--- config.mk ---
export PLATFORM = sky130hd
export DESIGN_NAME = handshaked_pattern_source_flat
export DESIGN_NICKNAME = d
export VERILOG_FILES = /design/src/rtl/handshaked_pattern_source_if.sv /design/src/rtl/handshaked_pattern_source.sv /design/src/flat_wrapper.sv
export SDC_FILE = /design/constraint.sdc
export NUM_CORES = 1
export LEC_CHECK = 0
export CAP_MARGIN = 20
export CORE_AREA = 4 4 85 71
export CTS_CLUSTER_SIZE = 16
export DETAILED_ROUTE_END_ITERATION = 7
export DIE_AREA = 0 0 89 75
export PLACE_DENSITY = 0.84
export SLEW_MARGIN = 20
export SYNTH_ARGS = -nofsm -noshare
export SYNTH_HDL_FRONTEND = slang
export SYNTH_SLANG_ARGS = --single-unit
export TNS_END_PERCENT = 100
--- constraint.sdc ---
create_clock -name clk -period 2.1 [get_ports clk]
set_clock_uncertainty 0.15 [all_clocks]
set_input_delay 0.63 -clock clk [delete_from_list [all_inputs] [get_ports clk]]
set_output_delay 0.63 -clock clk [all_outputs]
set_load 0.02 [all_outputs]
--- src/rtl/handshaked_pattern_source_if.sv ---
// Valid/ready word stream from the pattern source to its consumer.
// The master drives data/vld/last; the slave answers with rd.
interface handshaked_pattern_source_if #(
  parameter int unsigned DATA_WIDTH = 8
) ();
  logic [DATA_WIDTH-1:0] data;
  logic                  vld;
  logic                  last;
  logic                  rd;

  modport master (
    output data,
    output vld,
    output last,
    input  rd
  );

  modport slave (
    input  data,
    input  vld,
    input  last,
    output rd
  );
endinterface

--- src/rtl/handshaked_pattern_source.sv ---
// Handshaked incrementing-pattern burst source.
// On start (while idle) captures len/seed/gap, then emits len words seed, seed+1, ...
// over a valid/ready stream, optionally inserting gap idle cycles after each
// non-final word, and finishes with a single-cycle done pulse.
module handshaked_pattern_source #(
  parameter int unsigned DATA_WIDTH = 8,
  parameter int unsigned LEN_WIDTH  = 16,
  parameter int unsigned GAP_WIDTH  = 4
) (
  input  logic                                clk,
  input  logic                                rst,
  input  logic                                start,
  input  logic [LEN_WIDTH-1:0]                len,
  input  logic [DATA_WIDTH-1:0]               seed,
  input  logic [GAP_WIDTH-1:0]                gap,
  handshaked_pattern_source_if.master         dataOut,
  output logic                                busy,
  output logic                                done
);

  typedef enum logic [1:0] {
    StIdle,
    StSend,
    StGap,
    StDone
  } stateT;

  stateT                 stateQ, stateD;
  logic [DATA_WIDTH-1:0] wordQ, wordD;
  // Words still to be transferred, including the one currently presented.
  // Counting down from len avoids needing a wider counter for len = 2^LEN_WIDTH-1.
  logic [LEN_WIDTH-1:0]  remainQ, remainD;
  logic [GAP_WIDTH-1:0]  gapLenQ, gapLenD;
  logic [GAP_WIDTH-1:0]  gapCntQ, gapCntD;

  logic sending;
  logic isLast;

  assign sending = (stateQ == StSend);
  assign isLast  = (remainQ == LEN_WIDTH'(1));

  // State and burst-context registers; reset aborts any burst immediately.
  always_ff @(posedge clk or posedge rst) begin
    if (rst) begin
      stateQ  <= StIdle;
      wordQ   <= '0;
      remainQ <= '0;
      gapLenQ <= '0;
      gapCntQ <= '0;
    end else begin
      stateQ  <= stateD;
      wordQ   <= wordD;
      remainQ <= remainD;
      gapLenQ <= gapLenD;
      gapCntQ <= gapCntD;
    end
  end

  // Next-state logic: burst capture, per-transfer advance and gap countdown.
  always_comb begin
    stateD  = stateQ;
    wordD   = wordQ;
    remainD = remainQ;
    gapLenD = gapLenQ;
    gapCntD = gapCntQ;

    unique case (stateQ)
      StIdle: begin
        if (start) begin
          if (len != '0) begin
            stateD  = StSend;
            wordD   = seed;
            remainD = len;
            gapLenD = gap;
            gapCntD = '0;
          end else begin
            stateD = StDone;
          end
        end
      end

      StSend: begin
        if (dataOut.rd) begin
          if (isLast) begin
            // No gap after the final word.
            stateD  = StDone;
            remainD = '0;
          end else begin
            wordD   = wordQ + DATA_WIDTH'(1);
            remainD = remainQ - LEN_WIDTH'(1);
            if (gapLenQ != '0) begin
              stateD  = StGap;
              gapCntD = gapLenQ;
            end
          end
        end
      end

      StGap: begin
        gapCntD = gapCntQ - GAP_WIDTH'(1);
        if (gapCntQ == GAP_WIDTH'(1)) begin
          stateD = StSend;
        end
      end

      StDone: begin
        stateD = StIdle;
      end

      default: begin
        stateD = StIdle;
      end
    endcase
  end

  // Outputs decode from registered state only, so vld never depends on rd.
  always_comb begin
    dataOut.vld  = sending;
    dataOut.data = sending ? wordQ : '0;
    dataOut.last = sending && isLast;
    busy         = (stateQ != StIdle);
    done         = (stateQ == StDone);
  end

endmodule
--- src/flat_wrapper.sv ---
// flat-port wrapper written by rule: the top's interface ports become plain ports
module handshaked_pattern_source_flat 
#(
  parameter int unsigned DATA_WIDTH = 8,
  parameter int unsigned LEN_WIDTH  = 16,
  parameter int unsigned GAP_WIDTH  = 4
)
  (clk, rst, start, len, seed, gap, busy, done, dataOut_data, dataOut_vld, dataOut_last, dataOut_rd);
  handshaked_pattern_source_if #(.DATA_WIDTH(DATA_WIDTH)) dataOut_i ();
  input  logic clk;
  input  logic rst;
  input  logic start;
  input  logic [LEN_WIDTH-1:0] len;
  input  logic [DATA_WIDTH-1:0] seed;
  input  logic [GAP_WIDTH-1:0] gap;
  output logic busy;
  output logic done;
  output wire logic [$bits(dataOut_i.data)-1:0] dataOut_data;
  output wire logic [$bits(dataOut_i.vld)-1:0] dataOut_vld;
  output wire logic [$bits(dataOut_i.last)-1:0] dataOut_last;
  input wire logic [$bits(dataOut_i.rd)-1:0] dataOut_rd;
  assign dataOut_data = dataOut_i.data;
  assign dataOut_vld = dataOut_i.vld;
  assign dataOut_last = dataOut_i.last;
  assign dataOut_i.rd = dataOut_rd;
  handshaked_pattern_source #(.DATA_WIDTH(DATA_WIDTH), .LEN_WIDTH(LEN_WIDTH), .GAP_WIDTH(GAP_WIDTH)) u_core (.clk(clk), .rst(rst), .start(start), .len(len), .seed(seed), .gap(gap), .dataOut(dataOut_i), .busy(busy), .done(done));
endmodule
==> results of run 1 <==
[per-layer routing]
layer,vias to the layer above,part of all wire,GRT usage
met5,-,0,0
met4,0,0.033,0.0843
met3,31,0.061,0.0602
met2,137,0.50,0.417
met1,1393,0.40,0.307
li1,1269,-,-
[cells in the mapped netlist (all sizes together) (2+ instances only)]
cell type	count	area, µm²
dfrtp	34	851
o21ai	29	153
a21oi	19	95.1
inv	19	71.3
nor2	19	73.8
nand2	17	63.8
nor3	16	119
ha	10	125
a22o	8	70.1
and2	7	43.8
clkbuf	7	27.5
nand3	6	35.0
nand4	6	58.8
nor4	6	62.6
o2bb2ai	6	52.6
o41ai	6	60.1
a22oi	5	37.5
buf	5	27.5
or3	5	31.3
mux2	4	60.1
mux2i	4	40.0
o22ai	4	31.3
nand2b	3	18.8
o221a	3	33.8
and3	2	12.5
and4	2	20.0
nor3b	2	15.0
o221ai	2	23.8
o32ai	2	17.5
[metrics by stage]
| stage | instances | setup WS (ns) | area [µm²] | hold WS [ns] |
|---|---|---|---|---|
| after floorplan | 271 | 0.00985 | 2450 | 0.334 |
| after global placement | 427 | -0.530 | 3400 | 0.355 |
| after detailed placement | 427 | -0.562 | 3400 | 0.367 |
| after CTS | 441 | -0.0791 | 3700 | 0.383 |
| after global routing | 459 | -0.194 | 4010 | 0.402 |
| final | 459 | -0.170 | 4010 | 0.376 |
[flip-flops by register name, indices dropped and copies added (netlist names)]
name / count
u_core.remainQ: 16
u_core.wordQ: 8
u_core.gapCntQ: 4
u_core.gapLenQ: 4
u_core.stateQ: 2
[area by class of cell]
| cell class | instances | area share |
|---|---|---|
| clock inverter | 1 | 0.00748 |
| clock buffer | 7 | 0.0190 |
| sequential | 34 | 0.212 |
| tap | 65 | 0.0203 |
| timing repair buffer | 127 | 0.285 |
| inverter | 19 | 0.0196 |
| multi-input combinational | 206 | 0.437 |
[repair_timing]
item / in CTS / in global routing
pin swaps: 15 / 23
gates cloned: 1 / 2
endpoints found under the setup margin: 44 / 46
gates resized for setup: 111 / 80
buffers inserted: 5 / 16
[how the worst min path moves through the flow]
stage | startpoint | endpoint | slack, ns | cells after the start
4_1_cts | u_core.wordQ[7] | u_core.wordQ[7] | 0.38 | 2
3_3_place_gp | u_core.remainQ[9] | u_core.remainQ[9] | 0.36 | 2
6_report | u_core.gapCntQ[1] | u_core.gapCntQ[1] | 0.38 | 2
2_1_floorplan | u_core.remainQ[9] | u_core.remainQ[9] | 0.33 | 2
3_5_place_dp | u_core.wordQ[7] | u_core.wordQ[7] | 0.37 | 2
5_1_grt | u_core.gapCntQ[1] | u_core.gapCntQ[1] | 0.40 | 2
[power by group through the flow]
stage	Sequential (mW)	Clock [mW]	Combinational, mW
4_1_cts	1.24	0.600	3.92
5_1_grt	1.31	0.643	5.21
2_1_floorplan	1.28	0	2.05
3_5_place_dp	1.25	0	3.60
6_report	1.27	0.608	4.94
3_3_place_gp	1.23	0	3.47
[logic make-up after synthesis]
logic type	after synthesis	synth area share
XOR/XNOR	1	0.00359
AND/OR/NAND/NOR	96	0.242
AO/OA/AOI/OAI	91	0.262
flip-flops	34	0.348
buffers and inverters	31	0.0517
multiplexers	8	0.0410
adder cells (fa/ha/maj)	10	0.0512
[worst register-to-register path, stage by stage, from the launching register on]
cell and delay (ns):
dfrtp_1 0.39, inv_2 0.08, buf_6 0.14, ha_4 0.16, buf_8 0.13, nand2b_4 0.10
buf_6 0.12, o211ai_1 0.15, a21oi_4 0.27, buf_6 0.18, o21ai_1 0.08, a22o_1 0.20
[cells in the final DEF (no fill, tap or decap), types with 6 or more instances in the layout]
master	instances
buf_4	68
dfrtp_1	34
a21oi_1	18
buf_6	18
nor2_1	16
nand2_1	16
inv_1	16
clkdlybuf4s50_1	14
o21ai_0	13
clkbuf_2	11
nor3_1	9
o21ai_2	8
a22o_1	8
o21ai_1	8
and2_4	7
ha_1	6
==> key figures, run 1 <==
Run status
  • Status: finished with violations
  • Failing checks: setup timing

Power and ir drop
  • Flop pwr share: 0.187
  • Psw: 3.02 mW
  • Static leakage: 1.75 nW
  • Clk pwr share: 0.089
  • Internal: ~3.8 mW
  • Peak VDD IR: about 0.90 mV
  • Overall power: 6.82 mW
  • Combinational fraction of design power: 0.724
  • Switch share: 0.443
  • Pwr per Cell Area: 1700 nW/µm²

Worst setup path
  • Worst setup EP type: flip-flop
  • Critical path depth: 11
  • FF-to-FF setup slack: -0.17 ns
  • CP Max Fanout: 8
  • R2r endpoint: u_core.remainQ[15]
  • CP Launch Point: u_core.stateQ[1]
  • Cell Chain, Critical Path: inv_2 > buf_6 > ha_4 > buf_8 > nand2b_4 > buf_6 > o211ai_1 > a21oi_4 > buf_6 > o21ai_1 > a22o_1
  • Startpoint Class: flip-flop
  • CP max stage cell: dfrtp_1
  • WP data arrival: 2.29 ns
  • WP buf/inv: 5
  • Req. time, crit path: 2.12 ns
  • Reg-to-Reg Start: u_core.stateQ[1]
  • WS Path Type: reg2reg
  • Largest stage delay, worst path: 0.39 ns
  • Crit path capture: u_core.remainQ[15]
  • Worst path top cell family by delay: compound AO/OA/AOI/OAI gates
  • Crit path top cell by count: buf_6
  • FF-to-FF path depth: 11

CTS
  • CTS Buf Count: 5
  • CTS tree: yes
  • Later-pin clock latency in the skew report: 0.29 ns
  • CTS Root Cell: clkbuf_8
  • Htree depth: 2
  • CTS hold repair buffers: 0
  • Reg clk slew, reported paths: approximately 0.080 ns
  • Clk buf depth: 2
  • Clock sink count: 34

Floorplanning
  • Die Area: 6680 µm²
  • Starting Density: 0.465
  • Die H: roughly 75 µm
  • # IOs: 44
  • Die Wd: ~89 µm
  • Core ar.: 5260 µm²
  • Row count: 24

Finish
  • Multi-input logic area: 1750 µm²
  • NumNets Final: 435
  • Fillers: 320
  • Layout area overhead: 64.3%
  • Finished Core Util: 0.764
  • N_diodes: 0
  • Register area: 851 µm²
  • Share of cells above drive strength 1: 0.454

STA
  • Final Setup Violations: 34
  • Max Fclk: 0.441 GHz
  • Final hold viol count: 0
  • Worst relative slew slack: 0.753
  • Worst-margin pin slew: 0.368 ns
  • Setup TNS: -2.99 ns
  • RSZ-0062 raised after global routing: true
  • Crit share post-route: 1.08
  • Slew Limit Fails: 0
  • Crit path time final: approximately 2.3 ns
  • PnR worst setup slack: -0.170 ns

Global routing
  • GRT Total Usage: 0.245
  • Via count of the first global-routing pass: ~2.6k
  • First-pass GRT wire length: 12,600 µm
  • Total gr overflow: 0
  • Initial antenna violation count: 0
  • Largest net degree at the start of global routing: 35

Route
  • Detail Route Antenna Nets: 0
  • Initial DRC Count: 232
  • Vias per cell: 6.17
  • DR WL/cell: 19.6 µm
  • First drt pass iteration count: 5
  • Routed WL: approximately 9000 µm
  • Via Count: 2,830
  • Remaining DRCs: 0

Place
  • RD Place Congestion: around 0.9
  • Dpl hpwl: approximately 5200 µm
  • PortBufs: 43

Job
  • Maxcap violations: 0

Logic synthesis
  • Yosys warns: 0
  • Post-Syn Nets: 313
  • Post-synthesis sequential area ratio: 0.348
  • Seq cells post-synth: 34
  • Main synth FF type: dfrtp_1
  • Mapped cell area: 2440 µm²
  • Cells after Synth: 271
  • FFs w/ async S/R, synth: 1.00
  • Avg Cell Area, Syn: around 9.0 µm²
  • Yosys cell types: 58
  • Number of flops mapped to enable cells by yosys: 0

Hold path
  • HP Class: reg2reg
Power figures use the tool's default switching activity.
==> run 2, diff against run 1 <==
- CORE_AREA: 4 4 85 71 -> 4 4 77 79
- DIE_AREA: 0 0 89 75 -> 0 0 81 83
- PLACE_DENSITY: 0.84 -> 0.83
==> run 2 against run 1 <==
The flow still finishes with violations (setup timing). Worst hold slack improved by 0.019 ns. Sequential power increased by 3%. Die area up 0.72%. Combinational power is 3% higher. Setup slack improved by 0.086 ns. Final cell count increased by 0.44%. Sequential share of layout area is 0.31 points lower. First-iteration DRC count rose by 10%. Register-to-register slack improved by 0.09 ns. Critical endpoint is now dataOut_last. Largest power group unchanged.
==> key figures, run 2 (synthesis results as in run 1) <==
Floorplanning
  • Die Area: 6720 µm² (+0.72%)
  • # IOs: 44 (unchanged)
  • Starting Density: 0.458 (-0.00719)
  • Die Wd: 81 µm (-9.0%)
  • Core ar.: 5340 µm² (+1.6%)
  • Row count: 27 (+13%)
  • Die H: 83 µm (+11%)

Finish
  • NumNets Final: 430 (-1.1%)
  • Largest regs: u_core.remainQ x16, u_core.wordQ x8
  • Largest register FFs: 16 (unchanged)
  • Finished Core Util: 0.763 (about the same)
  • N_diodes: 0 (unchanged)
  • Fillers: 341 (+6.6%)
  • Most common cell after layout, fill and taps aside: buf_4
  • Post-route cell area: 4070 µm² (+1.5%)
  • Layout area overhead: 66.8%
  • Share of cells above drive strength 1: 0.455 (+0.000698)
  • Commonest non-fill, non-tap cells in the layout: buf_4, dfrtp_1, buf_6
  • Largest register by flop count: u_core.remainQ

Power and ir drop
  • Flop pwr share: 0.187 (about the same)
  • Switch share: 0.446 (+0.00353)
  • Combinational fraction of design power: 0.727 (+0.003)
  • Psw: 3.14 mW (+3.8%)
  • Clk pwr share: 0.086 (-0.003)
  • Peak VDD IR: 1.02 mV (+13%)
  • Pwr per Cell Area: 1730 nW/µm² (+1.5%)
  • Static leakage: 1.77 nW (+1.2%)
  • Internal: 3.89 mW (+2.3%)

Route
  • First drt pass iteration count: 6 (+1)
  • Via Count: 2,909 (+2.8%)
  • Remaining DRCs: 0 (unchanged)
  • DR WL/cell: 20.7 µm (+5.8%)
  • Detail Route Antenna Nets: 0 (unchanged)
  • Initial DRC Count: 256 (+10%)
  • Vias per cell: 6.31 (+2.3%)
  • Routed WL: 9540 µm (+6.3%)

Worst setup path
  • Startpoint Class: flip-flop
  • CP Max Fanout: 2 (-6)
  • WS Path Type: reg2out
  • Req. time, crit path: 1.32 ns (-0.80 ns)
  • WP data arrival: 1.40 ns (-0.89 ns)
  • Worst setup EP type: primary output

CTS
  • Htree depth: 2 (unchanged)
  • CTS Root Cell: clkbuf_8
  • Later-pin clock latency in the skew report: 0.30 ns (about the same)
  • Clock sink count: 34 (unchanged)
  • Reg clk slew, reported paths: 0.08 ns (about the same)
  • CTS tree: yes
  • Clk buf depth: 2 (unchanged)
  • CTS hold repair buffers: 0 (unchanged)
  • CTS Buf Count: 5 (unchanged)

Run status
  • Failing checks: setup timing
  • Status: finished with violations

STA
  • Crit share post-route: 1.04 (-0.0409)
  • Max Fclk: 0.458 GHz (+3.9%)
  • Final hold viol count: 0 (unchanged)
  • Minimum hold slack: 0.395 ns (+0.0189 ns)
  • Final Setup Violations: 29 (-15%)
  • Crit path time final: 2.18 ns (-0.0858 ns)
  • Setup TNS: -1.18 ns (+1.82 ns)
  • PnR worst setup slack: -0.0837 ns (+0.0858 ns)
  • RSZ-0062 raised after global routing: true
  • Slew Limit Fails: 0 (unchanged)
  • Worst-margin pin slew: 0.474 ns (+0.106 ns)
  • Worst relative slew slack: 0.681 (-0.0727)

Job
  • Maxcap violations: 0 (unchanged)

Global routing
  • First-pass GRT wire length: 13,900 µm (+10%)
  • GRT Total Usage: 0.263 (+0.0176)
  • Via count of the first global-routing pass: 2,844 (+9.1%)
  • Initial antenna violation count: 0 (unchanged)
  • Total gr overflow: 0 (unchanged)
  • Largest net degree at the start of global routing: 35 (unchanged)

Place
  • PortBufs: 43 (unchanged)
  • Dpl hpwl: 5200 µm (-0.39%)
  • RD Place Congestion: 0.876 (-1.5%)
  • Setup WS pre-CTS: -0.585 ns (-0.0233 ns)
  • Placed Area: 3400 µm² (about the same)

Hold path
  • HP Class: reg2reg
[run 2: cell count changes in the layout (fill, tap and decap cells not counted), sizes merged, moves of 2 or more]
cell,before,now
dlygate4sd2,5,7
buf,94,89
clkdlybuf4s15,1,3
clkbuf,20,17
[run 2: worst max-delay path: stages (launching register included)]
cell,delay (ns)
dfrtp_1,0.42
nor3_4,0.27
nand4_4,0.13
nor2_4,0.16
buf_6,0.13
[run 2: power groups by stage]
stage | sequential (mW) | clock, mW | combinational, mW
finish | 1.31 | 0.604 | 5.11
global route | 1.34 | 0.623 | 5.40
CTS | 1.28 | 0.592 | 4.28
detailed placement | 1.26 | 0 | 3.58
global placement | 1.24 | 0 | 3.47
floorplan | 1.28 | 0 | 2.05
[run 2: per-stage QoR]
step	power (mW)	std cells
6_report	7.03	461
5_1_grt	7.37	461
4_1_cts	6.15	449
3_5_place_dp	4.84	431
3_3_place_gp	4.70	431
2_1_floorplan	3.34	271
[run 2: cell type report]
class / instances / area [µm²] / area share
Tap cell: 72 / 90.1 / 0.0221
Multi-Input combinational cell: 206 / 1780 / 0.437
Sequential cell: 34 / 851 / 0.209
Clock buffer: 8 / 110 / 0.0270
Timing Repair Buffer: 122 / 1160 / 0.285
Inverter: 19 / 78.8 / 0.0194
[run 2: routing by layer]
| metal | wire length, µm | up-vias | global-route usage |
|---|---|---|---|
| li1 | - | 1259 | - |
| met1 | 3500 | 1401 | 0.314 |
| met2 | 4790 | 191 | 0.455 |
| met3 | 731 | 58 | 0.0434 |
| met4 | 522 | 0 | 0.112 |
| met5 | 0 | - | 0 |
[run 2: worst paths after layout]
| kind | cells past startpoint | to | slack, ns | from |
|---|---|---|---|---|
| worst max-delay path | 4 | dataOut_last | -0.08 | u_core.remainQ[13] |
| worst min register to register | 2 | u_core.gapCntQ[1] | 0.40 | u_core.gapCntQ[1] |
| worst min-delay path | 2 | u_core.gapCntQ[1] | 0.40 | u_core.gapCntQ[1] |
| worst max register to register | 9 | u_core.remainQ[12] | -0.08 | u_core.stateQ[1] |
| max in group asynchronous | 3 | u_core.gapLenQ[0] | 1.10 | rst |
| min in group asynchronous | 3 | u_core.remainQ[15] | 0.52 | rst |
[run 2: what timing repair did]
| action | CTS | global route |
|---|---|---|
| setup buffers | 7 | 11 |
| cloned | 3 | 1 |
| endpoints found under the setup margin | 45 | 43 |
| resized for setup | 138 | 64 |
| pin swaps | 21 | 17 |
==> run 3, diff against run 2 <==
- CORE_AREA: 4 4 77 79 -> 2 2 75 77
- DIE_AREA: 0 0 81 83 -> 0 0 77 79
==> run 3 against run 2 <==
The flow still finishes with violations (setup timing). Flip-flop and latch count unchanged. Routed wire length fell by 14%. Largest power group unchanged. Maximum frequency increased by 0.78%.
==> key figures, run 3 (synthesis results as in run 1) <==
Run status
  • Status: finished with violations
  • Failing checks: setup timing

CTS
  • Reg clk slew, reported paths: 0.07 ns (about the same)
  • Clk buf depth: 2 (unchanged)
  • Later-pin clock latency in the skew report: 0.30 ns (about the same)
  • CTS Root Cell: clkbuf_8
  • CTS tree: yes
  • Htree depth: 2 (unchanged)
  • CTS Buf Count: 5 (unchanged)
  • Clock sink count: 34 (unchanged)

Route
  • First drt pass iteration count: 7 (+1)
  • Routed WL: 8160 µm (-14%)
  • Via Count: 2,681 (-7.8%)
  • Initial DRC Count: 237 (-7.4%)
  • Vias per cell: 5.89 (-6.6%)
  • Remaining DRCs: 0 (unchanged)
  • Detail Route Antenna Nets: 0 (unchanged)
  • DR WL/cell: 17.9 µm (-13%)

Finish
  • Register area: 851 µm² (unchanged)
  • Layout area overhead: 62.0%
  • Multi-input logic area: 1780 µm² (-0.28%)
  • Commonest non-fill, non-tap cells in the layout: buf_4, dfrtp_1, a21oi_1
  • Fillers: 356 (+4.4%)
  • Finished Core Util: 0.741 (-0.0218)
  • Largest regs: u_core.remainQ x16, u_core.wordQ x8
  • Largest register FFs: 16 (unchanged)
  • Most common cell after layout, fill and taps aside: buf_4
  • N_diodes: 0 (unchanged)
  • NumNets Final: 424 (-1.4%)
  • Share of cells above drive strength 1: 0.428 (-0.0268)
  • Largest register by flop count: u_core.remainQ

STA
  • Worst-margin pin slew: 0.402 ns (-0.0727 ns)
  • Crit share post-route: 1.03 (-0.00802)
  • Slew Limit Fails: 0 (unchanged)
  • PnR worst setup slack: -0.0668 ns (+0.0168 ns)
  • Final Setup Violations: 15 (-48%)
  • Max Fclk: 0.462 GHz (+0.78%)
  • Worst relative slew slack: 0.731 (+0.0502)
  • Final hold viol count: 0 (unchanged)
  • RSZ-0062 raised after global routing: true
  • Crit path time final: 2.17 ns (-0.0168 ns)

Worst setup path
  • WS Path Type: reg2out
  • Worst setup EP type: primary output
  • CP Max Fanout: 2 (unchanged)
  • Startpoint Class: flip-flop
  • Req. time, crit path: 1.32 ns (about the same)
  • WP data arrival: 1.39 ns (about the same)

Power and ir drop
  • Static leakage: 1.69 nW (-4.5%)
  • Pwr per Cell Area: 1620 nW/µm² (-5.8%)
  • Peak VDD IR: 0.905 mV (-11%)
  • Overall power: 6.43 mW (-8.5%)

Place
  • PortBufs: 43 (unchanged)
  • RD Place Congestion: 0.909 (+3.8%)
  • Dpl hpwl: 5170 µm (-0.46%)

Global routing
  • GRT Total Usage: 0.260 (-0.00275)
  • Total gr overflow: 0 (unchanged)
  • Initial antenna violation count: 0 (unchanged)
  • Largest net degree at the start of global routing: 35 (unchanged)
  • First-pass GRT wire length: 12,600 µm (-8.8%)
  • Via count of the first global-routing pass: 2,710 (-4.7%)

Floorplanning
  • Core ar.: 5340 µm² (unchanged)
  • Die Area: 6080 µm² (-9.5%)
  • Die H: 79 µm (-4.8%)
  • Die Wd: 77 µm (-4.9%)
  • # IOs: 44 (unchanged)
  • Starting Density: 0.458 (unchanged)
  • Row count: 27 (unchanged)

Job
  • Maxcap violations: 0 (unchanged)

Hold path
  • HP Class: reg2reg
[run 3: power breakdown]
part	total, mW	internal (mW)	switching [mW]	leakage, nW
Combinational	4.64	2.33	2.31	1.23
Clock	0.524	0.265	0.259	0.0482
Sequential	1.27	0.978	0.289	0.416
Total	6.43	3.57	2.86	1.69
[run 3: worst paths after layout]
kind | slack, ns | end | start | cells past startpoint
setup / recovery | -0.07 | dataOut_last | u_core.remainQ[9] | 4
hold / removal | 0.37 | u_core.remainQ[9] | u_core.remainQ[9] | 2
setup reg to reg | -0.03 | u_core.gapCntQ[1] | u_core.stateQ[0] | 8
hold reg to reg | 0.37 | u_core.remainQ[9] | u_core.remainQ[9] | 2
max in group asynchronous | 1.09 | u_core.gapLenQ[2] | rst | 3
min in group asynchronous | 0.52 | u_core.remainQ[8] | rst | 3
[run 3: per-layer routing]
metal / GRT usage / share of wire / vias up
li1: - / - / 1244
met1: 0.310 / 0.39 / 1301
met2: 0.460 / 0.52 / 114
met3: 0.0523 / 0.060 / 22
met4: 0.109 / 0.022 / 0
met5: 0 / 0 / -
[run 3: per-stage QoR]
stage / std cells / setup TNS (ns) / cell area, µm² / setup slack, ns / hold WS, ns
after floorplan: 271 / 0 / 2450 / 0.00985 / 0.334
after global placement: 436 / -17.71 / 3420 / -0.572 / 0.358
after detailed placement: 436 / -19.09 / 3420 / -0.610 / 0.371
after CTS: 448 / -0.222 / 3720 / -0.0715 / 0.377
after global routing: 455 / -1.74 / 3960 / -0.126 / 0.416
final: 455 / -0.374 / 3960 / -0.0668 / 0.371
[run 3: worst max-delay path, cell delays in order (launching register included)]
cell and delay (ns):
dfrtp_1 0.39, nor3_2 0.29, nand3_2 0.16, nor2_4 0.13, buf_6 0.12
[run 3: what timing repair did]
action                                  4_1_cts  5_1_grt
cloned                                        1        2
gates resized for setup                     126       49
buffers inserted                              3        5
pin swaps                                    16       26
endpoints found under the setup margin       45       37
hold buffers                                  0        0
[run 3: area by class of cell]
class | count | area share
multi-input cells | 206 | 0.449
repair buffers | 116 | 0.271
flip-flops and latches | 34 | 0.215
well taps | 72 | 0.0228
clock buffers | 7 | 0.0218
inverters | 19 | 0.0187
clock inverters | 1 | 0.00127
